**config.mk**
```make
export PLATFORM = sky130hd
export DESIGN_NAME = seq_ctrl_team1
export DESIGN_NICKNAME = d
export VERILOG_FILES = /design/src/rtl/seq_ctrl_team1.sv
export SDC_FILE = /design/constraint.sdc
export NUM_CORES = 1
export LEC_CHECK = 0
export BUFFER_PORTS_ARGS = -buffer_cell sky130_fd_sc_hd__buf_4
export CAP_MARGIN = 20
export CORE_ASPECT_RATIO = 1.2
export CORE_MARGIN = 2
export CORE_UTILIZATION = 40
export DETAILED_ROUTE_END_ITERATION = 7
export PLACE_DENSITY_LB_ADDON = 0.3
export SYNTH_ARGS = -nofsm -noshare
export SYNTH_HDL_FRONTEND = slang
export SYNTH_SLANG_ARGS = --single-unit
```
**constraint.sdc**
```tcl
create_clock -name clk -period 3.2 [get_ports clk]
set_input_delay 0.96 -clock clk [delete_from_list [all_inputs] [get_ports clk]]
set_output_delay 0.96 -clock clk [all_outputs]
set_load 0.03 [all_outputs]
```
**src/rtl/seq_ctrl_team1.sv**
```systemverilog
// Timing and control unit for the 16-bit accumulator datapath: sequence counter, decode, strobes.
// Optional interrupt cycle (irq/ien/intr_cycle) is built when INTERRUPT_CYCLE_EN is defined.
module seq_ctrl_team1 #(
    parameter int SC_W = 4
) (
    input  logic                  clk,
    input  logic                  RST_N,
    input  logic                  start,
    input  logic [15:0]           ir,
    input  logic                  ac_msb,
    input  logic                  ac_zero,
    input  logic                  e_val,
    input  logic                  dr_zero,
`ifdef INTERRUPT_CYCLE_EN
    input  logic                  irq,
    output logic                  ien,
    output logic                  intr_cycle,
`endif
    output logic [(2**SC_W)-1:0]  t,
    output logic [7:0]            d,
    output logic                  i_bit,
    output logic                  running,
    output logic                  halted,
    output logic [2:0]            bus_sel,
    output logic                  ld_ar,
    output logic                  inr_ar,
    output logic                  ld_ir,
    output logic                  ld_pc,
    output logic                  inr_pc,
    output logic                  mem_rd,
    output logic                  mem_wr,
    output logic                  ld_dr,
    output logic                  inr_dr,
    output logic                  ld_ac,
    output logic                  inr_ac,
    output logic                  clr_ac,
    output logic                  ld_e,
    output logic                  cle,
    output logic                  cme,
    output logic [2:0]            alu_op
);

    typedef enum logic [1:0] {IDLE, RUN, HALT} state_t;

    localparam logic [2:0] BUS_NONE = 3'd0, BUS_AR = 3'd1, BUS_PC = 3'd2, BUS_DR = 3'd3,
                           BUS_AC = 3'd4, BUS_IR = 3'd5, BUS_MEM = 3'd7;
    localparam logic [2:0] ALU_AND = 3'd0, ALU_ADD = 3'd1, ALU_PASS = 3'd2,
                           ALU_COM = 3'd3, ALU_SHR = 3'd4, ALU_SHL = 3'd5;

    state_t            state_reg;
    logic [SC_W-1:0]   sc_reg;
    logic [7:0]        d_reg;
    logic              i_reg;
    logic              clr_sc;
    logic              halt_req;
    logic              intr_active;

    assign d       = d_reg;
    assign i_bit   = i_reg;
    assign running = (state_reg == RUN);
    assign halted  = (state_reg == HALT);

`ifdef INTERRUPT_CYCLE_EN
    logic intr_reg;
    logic ien_reg;

    assign intr_active = intr_reg;
    assign ien         = ien_reg;
    assign intr_cycle  = intr_reg;

    // ien is sampled before the ION/IOF update, so ION itself never triggers an interrupt
    always_ff @(posedge clk or negedge RST_N) begin
        if (!RST_N) begin
            intr_reg <= 1'b0;
            ien_reg  <= 1'b0;
        end else if (state_reg == RUN) begin
            if (intr_reg) begin
                if (clr_sc) begin
                    intr_reg <= 1'b0;
                    ien_reg  <= 1'b0;
                end
            end else begin
                if (clr_sc && ien_reg && irq && !halt_req)
                    intr_reg <= 1'b1;
                if (t[3] && d_reg[7] && i_reg) begin
                    if (ir[7])
                        ien_reg <= 1'b1;
                    else if (ir[6])
                        ien_reg <= 1'b0;
                end
            end
        end
    end
`else
    assign intr_active = 1'b0;
`endif

    always_ff @(posedge clk or negedge RST_N) begin
        if (!RST_N) begin
            state_reg <= IDLE;
            sc_reg    <= '0;
            d_reg     <= '0;
            i_reg     <= 1'b0;
        end else begin
            case (state_reg)
                IDLE, HALT: begin
                    if (start) begin
                        state_reg <= RUN;
                        sc_reg    <= '0;
                    end
                end
                RUN: begin
                    if (clr_sc) begin
                        sc_reg <= '0;
                        d_reg  <= '0;
                        i_reg  <= 1'b0;
                        if (halt_req)
                            state_reg <= HALT;
                    end else begin
                        sc_reg <= sc_reg + SC_W'(1);
                        if (t[2] && !intr_active) begin
                            d_reg <= 8'(1) << ir[14:12];
                            i_reg <= ir[15];
                        end
                    end
                end
                default: state_reg <= IDLE;
            endcase
        end
    end

    always_comb begin
        t = '0;
        if (state_reg == RUN)
            t[sc_reg] = 1'b1;
    end

    always_comb begin
        bus_sel  = BUS_NONE;
        alu_op   = ALU_AND;
        ld_ar    = 1'b0;
        inr_ar   = 1'b0;
        ld_ir    = 1'b0;
        ld_pc    = 1'b0;
        inr_pc   = 1'b0;
        mem_rd   = 1'b0;
        mem_wr   = 1'b0;
        ld_dr    = 1'b0;
        inr_dr   = 1'b0;
        ld_ac    = 1'b0;
        inr_ac   = 1'b0;
        clr_ac   = 1'b0;
        ld_e     = 1'b0;
        cle      = 1'b0;
        cme      = 1'b0;
        clr_sc   = 1'b0;
        halt_req = 1'b0;
        if (intr_active) begin
            // interrupt cycle: save PC at address 0, jump to 1 (AR/PC cleared via empty bus)
            if (t[0]) begin
                ld_ar = 1'b1;
            end else if (t[1]) begin
                bus_sel = BUS_PC;
                mem_wr  = 1'b1;
            end else if (t[2]) begin
                ld_pc = 1'b1;
            end else begin
                inr_pc = t[3];
                clr_sc = 1'b1;
            end
        end else if (t[0]) begin
            bus_sel = BUS_PC;
            ld_ar   = 1'b1;
        end else if (t[1]) begin
            bus_sel = BUS_MEM;
            mem_rd  = 1'b1;
            ld_ir   = 1'b1;
            inr_pc  = 1'b1;
        end else if (t[2]) begin
            bus_sel = BUS_IR;
            ld_ar   = 1'b1;
        end else if (t[3]) begin
            if (d_reg[7] && !i_reg) begin
                clr_ac   = ir[11];
                cle      = ir[10];
                cme      = ir[8];
                inr_ac   = ir[5];
                ld_ac    = ir[9] | ir[7] | ir[6];
                ld_e     = ir[7] | ir[6];
                alu_op   = ir[9] ? ALU_COM : (ir[7] ? ALU_SHR : (ir[6] ? ALU_SHL : ALU_AND));
                inr_pc   = (ir[4] & ~ac_msb) | (ir[3] & ac_msb) | (ir[2] & ac_zero) | (ir[1] & ~e_val);
                halt_req = ir[0];
                clr_sc   = 1'b1;
            end else if (d_reg[7]) begin
                clr_sc = 1'b1;
            end else if (i_reg) begin
                bus_sel = BUS_MEM;
                mem_rd  = 1'b1;
                ld_ar   = 1'b1;
            end
        end else if (t[4]) begin
            if (d_reg[0] | d_reg[1] | d_reg[2] | d_reg[6]) begin
                bus_sel = BUS_MEM;
                mem_rd  = 1'b1;
                ld_dr   = 1'b1;
            end else if (d_reg[3]) begin
                bus_sel = BUS_AC;
                mem_wr  = 1'b1;
                clr_sc  = 1'b1;
            end else if (d_reg[4]) begin
                bus_sel = BUS_AR;
                ld_pc   = 1'b1;
                clr_sc  = 1'b1;
            end else if (d_reg[5]) begin
                bus_sel = BUS_PC;
                mem_wr  = 1'b1;
                inr_ar  = 1'b1;
            end
        end else if (t[5]) begin
            if (d_reg[0] | d_reg[1] | d_reg[2]) begin
                ld_ac  = 1'b1;
                ld_e   = d_reg[1];
                alu_op = d_reg[1] ? ALU_ADD : (d_reg[2] ? ALU_PASS : ALU_AND);
                clr_sc = 1'b1;
            end else if (d_reg[5]) begin
                bus_sel = BUS_AR;
                ld_pc   = 1'b1;
                clr_sc  = 1'b1;
            end else if (d_reg[6]) begin
                inr_dr = 1'b1;
            end
        end else if (t[6] && d_reg[6]) begin
            bus_sel = BUS_DR;
            mem_wr  = 1'b1;
            inr_pc  = dr_zero;
            clr_sc  = 1'b1;
        end
    end

endmodule

```
; Word level (Yosys, flattened, before mapping)
; Index checks and enable logic that the tools add are counted.
[classes]
n_addsub = 1
mul = 0
n_div = 0
n_lt_le_gt_ge = 2
n_eq_ne = 5
shifts = 1
n_mux = 159
bitwise = 15
reduce_logical = 11
[ops]
columns = op, count
row1 = two-way mux 1 bit, 121
row2 = two-way mux 3 bit, 19
row3 = two-way mux 2 bit, 11
row4 = two-way mux 16 bit, 1
row5 = two-way mux 8 bit, 2
row6 = OR 1 bit, 9
row7 = two-way mux 4 bit, 2
row8 = case mux 4 bit (2 select lines), 1
row9 = "<< shifter 1 x 3 -> 8 bit, first input constant", 1
row10 = "less-than comparator 4 x 5 -> 1 bit, second input constant", 1
row11 = "adder 4 x 1 -> 4 bit, second input constant", 1
row12 = bitwise AND 1 bit, 4
row13 = demux 1 bit (select 4 bit), 1
row14 = ">= comparator 4 x 1 -> 1 bit, second input constant", 1
row15 = "inequality test 2 x 1 -> 1 bit, second input constant", 2
row16 = case mux 2 bit (2 select lines), 1
row17 = AND reduction 2 bit, 2
row18 = nonzero test 2 bit, 2
row19 = logical AND 1 bit, 3
row20 = AND reduction 3 bit, 1
row21 = "equality test 2 x 1 -> 1 bit, second input constant", 1
row22 = "equality test 2 bit, second input constant", 1
row23 = zero test 2 bit, 1
row24 = "inequality test 2 bit, second input constant", 1
row25 = 3 further kinds, 4
[word_totals]
register_bits = 15
latchBits = 0
ram_bits = 0
romBits = 0
input_bits = 23
output_inout_bits = 48
elab_cells = 198
memories = 0

; Longest topological paths before layout
; Gate-level depths: netlist of run 1.
[logic_depth]
depth_word = 15
depth_mapped = 9
ltp_nobuf = 7

; Least setup slack after synthesis of run 1
; No wires, ideal clock.
[synth_path]
kind = reg2out
startpoint = register sc_reg[0]
endpoint = output inr_dr
t_arrival_ps = 2072
required_ps = 2240
path_slack_ps = 168
path_stages_with_launch = 6
n_path_buf = 0
path_cell_list = dfrtp_1 inv_1 ha_1 nand2_1 inv_2 nor4_1
[synth_via]
elab_cells_between_ends = 12
cone_classes = order compare: 2 / mux: 9 / reduce/logical: 1
[synth_lines]
columns = item, line
row1 = "start, declared", 51  ; logic [SC_W-1:0] sc_reg;
row2 = "start signal, assigned", 120  ; sc_reg <= sc_reg + SC_W'(1);
row3 = less-than comparator 4 x 5 -> 1 bit (implied by the code) / >= comparator 4 x 1 -> 1 bit (equally long branches), 135  ; t[sc_reg] = 1'b1;
row4 = logical AND 1 bit (implied by the code), 135
row5 = two-way mux 1 bit (implied by the code), 135
row6 = demux 1 bit (select 4 bit) *, 135
row7 = two-way mux 16 bit *, 134  ; if (state_reg == RUN)
row8 = named net t[4], 19  ; output logic [(2**SC_W)-1:0] t,
row9 = two-way mux 1 bit *, 201  ; end else if (t[4]) begin
row10 = two-way mux 1 bit *, 182  ; end else if (t[3]) begin
row11 = two-way mux 1 bit *, 179  ; end else if (t[2]) begin
row12 = two-way mux 1 bit *, 174  ; end else if (t[1]) begin
row13 = two-way mux 1 bit *, 171  ; end else if (t[0]) begin
row14 = "end, declared", 33  ; output logic inr_dr,
; The timed path passes the listed nets; every way through them passes the cells marked *.

; Worst setup path in the final report of run 1
[layout_path]
startpoint = register sc_reg[3]
endpoint = output inr_pc
[layout_via]
elab_chain_cells = 13
elab_cells_between_ends = 14
cone_classes = order compare: 2 / mux: 10 / reduce/logical: 2
[layout_lines]
columns = item, line
row1 = less-than comparator 4 x 5 -> 1 bit (implied by the code) / >= comparator 4 x 1 -> 1 bit (equally long branches), 135
row2 = logical AND 1 bit (implied by the code), 135
row3 = two-way mux 1 bit (implied by the code), 135
row4 = demux 1 bit (select 4 bit) *, 135
row5 = two-way mux 16 bit *, 134
row6 = logical AND 1 bit, 232  ; end else if (t[6] && d_reg[6]) begin
row7 = two-way mux 1 bit, 232
row8 = two-way mux 1 bit, 219  ; end else if (t[5]) begin
row9 = two-way mux 1 bit, 201
row10 = two-way mux 1 bit, 182
row11 = two-way mux 1 bit, 179
row12 = two-way mux 1 bit, 174
row13 = two-way mux 1 bit *, 171
row14 = "end, declared", 29  ; output logic inr_pc,
; Mark *: on every way between the ends. The rest lies on a longest branch, timed or not.

==> run metrics, run 1 <==
status completed; CP max stage delay 0.50 ns; total grt overflow 0; Post-CTS Resized 0; Post-Syn Instances 185; Worst EP arrival 2.11 ns; core area 3570 sq um; vias in the first global route 1422; FP Rows 24; DRT Wirelength 4.01 mm; slowest CP cell dfrtp_1; distinct cell type count after synthesis 55; proportion of synthesized area in mux cells 0.765%; Period minus WS final 3.07 ns; Post-Syn Area 1470 sq um; area leader, netlist dfrtp_1; max reg flops 8; CTS clk-pin slew, worst paths 0.05 ns; WL/cell 13.7 um; htree depth 1; xor and xnor area share after synthesis 1.19%; top cells by count, synth 21 x nand2_1, 15 x dfrtp_1, 15 x o21ai_0; Finished Cell Area 2070 sq um; root buffer cell clkbuf_8; Die Area 4180 sq um; Horiz. Die Dim 59.4 um; final hold vios 0; cts bufs inserted 3; adder-cell share of the synthesized area 3.40%; ranking of synthesized cells by area dfrtp_1 25%, nand2_1 5.4%, o21ai_0 5.1%; Die H 70.5 um; # IOs 71; Max rail drop VDD 0.448 mV; syn nets 212; Yosys top cell area share 25.5%; Seq/Total Area, Yosys 25.5%; vias per cell 5.33; Antenna Nets Post-Route 0; ys flop type dfrtp_1; post-route clock period utilization 95.9%; HPWL Detailed 3.19 mm; clk_lat worst skew 0.24 ns; Critical Path Start Type flip-flop; first-pass GRT wire length 6.60 mm; Initial Util 41.2%; RSZ-0062 raised after global routing false; leakage 1.04 nW; Worst path most repeated cell o21ai_0; Max FO, Critical Path 12; CTS tree yes; cell area after placement 2030 sq um; number of synthesized flops with an enable pin 0; largest family of logic cells by synthesized area simple AND/OR/NAND/NOR gates; CTS sink cnt 15; Hold Crit Class flip-flop to flip-flop; routed vias 1562; MaxCap Viol Count 0; top-count cell post-synth nand2_1; worst-margin pin slew 0.474 ns; flops & latches, synth 15; critical path class flip-flop to primary output; Synth Warn # 0; Final #Nets 282; complex-gate fraction of the synthesized area 24.5%; Final setup viols 0; Post-route DRC 0; Total Routing Usage GR 19.7%; Post-synth ARST share 100%; simple-gate share of the synthesized area 38.1%; CTS max path bufs 2; Max-slew headroom 68.2%; Final Max Slew Viols 0; layout cells sized above 1 40.6%; worst path required time 2.24 ns; Setup TNS Final 0 ns; routability cong. 0.824; Cell Chain, Critical Path nor4b_4 > and4b_1 > o21ai_0 > o21ai_0 > a21o_1 > buf_4; fin util 58.1%; syn_area_per_cell 7.96 sq um; total power 2.24 mW; initial antenna violation count 0; Area Overhead vs Synth 40.9%; largest net degree at the start of global routing 16; Post-CTS Setup Inserts 0; Worst setup EP type primary output; ANT cells 0; initial DRC count 41; Max Clk Rate 326 MHz; first drt pass iteration count 4; P per Cell Area 1080 nW/um^2; Hold-fix buffers, CTS 0; I/O Buffers 70; Final Skew 0.00337 ns
area by class of cell:
type / count / area (sq um)
Fill cell: 348 / 1500
Tap cell: 39 / 48.8
Timing Repair Buffer: 74 / 556
Sequential cell: 15 / 377
Inverter: 12 / 45.0
Multi-Input combinational cell: 149 / 1000
Clock buffer: 4 / 45.0
cells by family after synthesis:
logic type / count (synthesis)
and+or+nand+nor: 95
AOI/OAI and AO/OA: 47
buffers and inverters: 21
DFF: 15
adders and majority gates: 4
xor gates and xnor gates: 2
muxes: 1
cell usage in the layout (no fill, tap or decap), types with 3 or more instances in the layout:
master and n:
buf_4 74, nand2_1 21, o21ai_0 15, dfrtp_1 14, nor2_1 12, inv_1 11, and2_1 9, and3_1 9
a21oi_1 8, nor2b_1 6, nor3_1 6, nand3_1 6, a21oi_2 6, ha_1 4, nand4_1 3, nor2_2 3
clkbuf_8 3
report_power, final:
group / leakage (nW) / switching (mW) / internal (mW)
clock: 0.0228 / 0.0592 / 0.0879
sequential: 0.194 / 0.156 / 0.276
combinational: 0.826 / 1.03 / 0.634
path summary, 6_finish.rpt:
path / from / endpoint / slack (ns) / depth (start not counted)
worst max-delay path: sc_reg[3]$_DFFE_PN0P_ / inr_pc / 0.13 / 6
worst min-delay path: sc_reg[0]$_DFFE_PN0P_ / sc_reg[0]$_DFFE_PN0P_ / 0.55 / 1
worst max register to register: sc_reg[1]$_DFFE_PN0P_ / sc_reg[0]$_DFFE_PN0P_ / 1.07 / 7
worst min register to register: sc_reg[0]$_DFFE_PN0P_ / sc_reg[0]$_DFFE_PN0P_ / 0.55 / 1
max in group asynchronous: RST_N / sc_reg[0]$_DFFE_PN0P_ / 2.46 / 1
min in group asynchronous: RST_N / d[7]$_DFFE_PN0P_ / 0.56 / 1
worst max-delay path: cells and delay by family, from the launching register on:
family,cells,cell delay [ns]
buffers and inverters,1,0.15
AO/OA/AOI/OAI,3,0.39
AND/OR/NAND/NOR,2,0.82
flip-flops,1,0.50
per-layer routing:
layer | up-vias | wire (um) | track usage (%)
met1 | 716 | 1780 | 26.4
met5 | - | 0 | 0
met4 | 0 | 40 | 5.30
met2 | 47 | 1990 | 33.7
met3 | 4 | 199 | 1.11
li1 | 795 | - | -
stage by stage:
step	cells	hold slack (ns)	setup WS (ns)
2_1_floorplan	185	0.533	0.168
3_3_place_gp	289	0.575	0.331
3_5_place_dp	289	0.593	0.304
4_1_cts	293	0.563	0.134
5_1_grt	293	0.571	0.00212
6_report	293	0.550	0.130
(Power assumes the default switching activity.)
==> inputs of run 2 (changes only) <==
Settings changed: GPL_TIMING_DRIVEN set to 0.
==> run 2 against run 1 <==
Against the previous run:
- count of clock-buffer cells in the layout is the same
- sequential power shrank 6.9%
- first-iteration DRC count grew 29%
- clock skew shrank 0.0021 ns
- highest routed layer unchanged
- register-to-register slack lost 0.08 ns
- cell count grew 1.0%
- via count grew 0.90%
- maximum frequency shrank 1.3%
- sequential share of layout area shrank 0.15 points
- critical path type unchanged
- worst setup slack lost 0.039 ns
==> run metrics, run 2 (synthesis results as in run 1) <==
commonest non-fill, non-tap cells in the layout 70 x buf_4, 21 x nand2_1, 15 x o21ai_0, 15 x dfrtp_1, 12 x nor2_1; CTS clk-pin slew, worst paths 0.06 ns (about the same); clk_lat worst skew 0.24 ns (about the same); vias in the first global route 1446 (+1.7%); Net Sw Frac 55.4% (about the same); filler instances 340 (-2.3%); WL/cell 13.8 um (+0.99%); cell area after placement 2030 sq um (+0.31%); Pint 0.973 mW (-2.5%); routability cong. 0.817 (-0.84%); first drt pass iteration count 4 (unchanged); Total Routing Usage GR 19.9% (+0.19 points); critical path class flip-flop to primary output; worst-margin pin slew 0.502 ns (+0.0288 ns); power share of the clock group 6.7% (about the same); Worst setup EP type primary output; Most Crowded Layer GR met2; Hold Crit Class input pin to asynchronous set/reset pin; CTS tree yes; HPWL Detailed 3.23 mm (+1.4%); Area Overhead vs Synth 41.5%; MaxCap Viol Count 0 (unchanged); cts bufs inserted 3 (unchanged); # IOs 71 (unchanged); Comb pwr share 74.9% (+0.8 points); initial antenna violation count 0 (unchanged); Worst EP arrival 2.15 ns (+0.04 ns); htree depth 1 (unchanged); total grt overflow 0 (unchanged); most common cell after layout, fill and taps aside buf_4; Max rail drop VDD 0.477 mV (+6.3%); max reg flops 8 (unchanged); Final Max Slew Viols 0 (unchanged); Max Clk Rate 322 MHz (-1.3%); final hold vios 0 (unchanged); RSZ-0062 raised after global routing true; Post-route DRC 0 (unchanged); Initial Util 41.2% (unchanged); Period minus WS final 3.11 ns (+0.0391 ns); CTS max path bufs 2 (unchanged); ANT cells 0 (unchanged); Antenna Nets Post-Route 0 (unchanged); Max FO, Critical Path 8 (-4); Die H 70.5 um (unchanged); vias per cell 5.32 (-0.13%); GR Util met3 1.85% (+0.74 points); Finished Cell Area 2080 sq um (+0.48%); sequential power share 18.4% (-0.9 points); Hold-fix buffers, CTS 0 (unchanged); largest net degree at the start of global routing 16 (unchanged); DRT Wirelength 4.09 mm (+2.0%); routed vias 1576 (+0.90%); status completed; root buffer cell clkbuf_8; Horiz. Die Dim 59.4 um (unchanged); FP Rows 24 (unchanged); core area 3570 sq um (unchanged); Final #Nets 285 (+1.1%); worst path required time 2.24 ns (about the same); Critical Path Start Type flip-flop; P per Cell Area 1050 nW/um^2 (-2.9%); M2 GR Usage 32.7% (-0.98 points); Final setup viols 0 (unchanged); M1 GR Usage 26.8% (+0.42 points); CTS sink cnt 15 (unchanged); post-route clock period utilization 97.2% (+1.2 points); I/O Buffers 68 (-2.9%); Die Area 4180 sq um (unchanged); Final Skew 0.00131 ns (-0.00207 ns); switching pwr 1.21 mW (-2.5%); Max-slew headroom 66.2% (-1.9 points); R2R depth 8 (+1); initial DRC count 53 (+29%); leakage 1.04 nW (about the same); total power 2.18 mW (-2.5%); first-pass GRT wire length 6.64 mm (+0.62%); layout cells sized above 1 39.7% (-0.86 points)
run 2: changes by cell type in the layout (fill, tap and decap cells not counted):
cell,change
dfrtp_2,-1
buf_1,+1
dfrtp_1,+1
ha_2,+1
buf_4,-4
ha_1,-1
clkbuf_4,+1
buf_6,+1
clkbuf_1,+3
buf_2,+1
run 2: worst max-delay path: stages, from the launching register on:
cell,delay [ns]
dfrtp_1,0.45
inv_1,0.11
ha_1,0.31
nor3_2,0.47
nor2b_1,0.21
a21oi_1,0.18
buf_4,0.18
run 2: power by group through the flow:
stage          Combinational, mW  Sequential [mW]  Clock (mW)
2_1_floorplan               1.07            0.464           0
3_3_place_gp                1.61            0.400           0
3_5_place_dp                1.63            0.402           0
4_1_cts                     1.63            0.400       0.152
5_1_grt                     1.76            0.417       0.166
6_report                    1.63            0.403       0.146
run 2: worst paths after layout:
| path | start | to | slack [ns] |
|---|---|---|---|
| setup / recovery | sc_reg[0]$_DFFE_PN0P_ | ld_e | 0.09 |
| hold / removal | RST_N | sc_reg[0]$_DFFE_PN0P_ | 0.56 |
| setup reg to reg | sc_reg[0]$_DFFE_PN0P_ | sc_reg[1]$_DFFE_PN0P_ | 0.99 |
| hold reg to reg | sc_reg[0]$_DFFE_PN0P_ | sc_reg[0]$_DFFE_PN0P_ | 0.59 |
| max in group asynchronous | RST_N | d[5]$_DFFE_PN0P_ | 2.47 |
| min in group clk | sc_reg[0]$_DFFE_PN0P_ | sc_reg[0]$_DFFE_PN0P_ | 0.59 |
run 2: routing by layer:
metal | vias up | wire length, um | part of all wire [%]
li1 | 807 | - | -
met1 | 722 | 1840 | 45
met2 | 41 | 2020 | 49
met3 | 6 | 167 | 4.1
met4 | 0 | 57 | 1.4
met5 | - | 0 | 0
run 2: what timing repair did:
item	CTS	global route
endpoints found under the hold margin	0	0
resized for setup	0	3
endpoints found under the setup margin	0	7
buffers inserted	0	0
run 2: metrics by stage:
step                util [%]  std cells  worst slack [ns]  hold slack [ns]  setup TNS, ns
finish                  58.3        296            0.0908            0.561              0
global route            58.3        296           -0.0453            0.560         -0.146
CTS                     58.1        296            0.0831            0.562              0
detailed placement      56.9        292             0.313            0.566              0
global placement        56.9        292             0.325            0.575              0
floorplan                  -        185             0.168            0.533              0
run 2: final cells by class:
cell class	instances	area, sq um	area share [%]
Buffer	9	53.8	2.58
Clock buffer	4	45.0	2.16
Inverter	12	45.0	2.16
Multi-Input combinational cell	149	1010	48.3
Sequential cell	15	375	18.0
Tap cell	39	48.8	2.34
Timing Repair Buffer	68	510	24.5
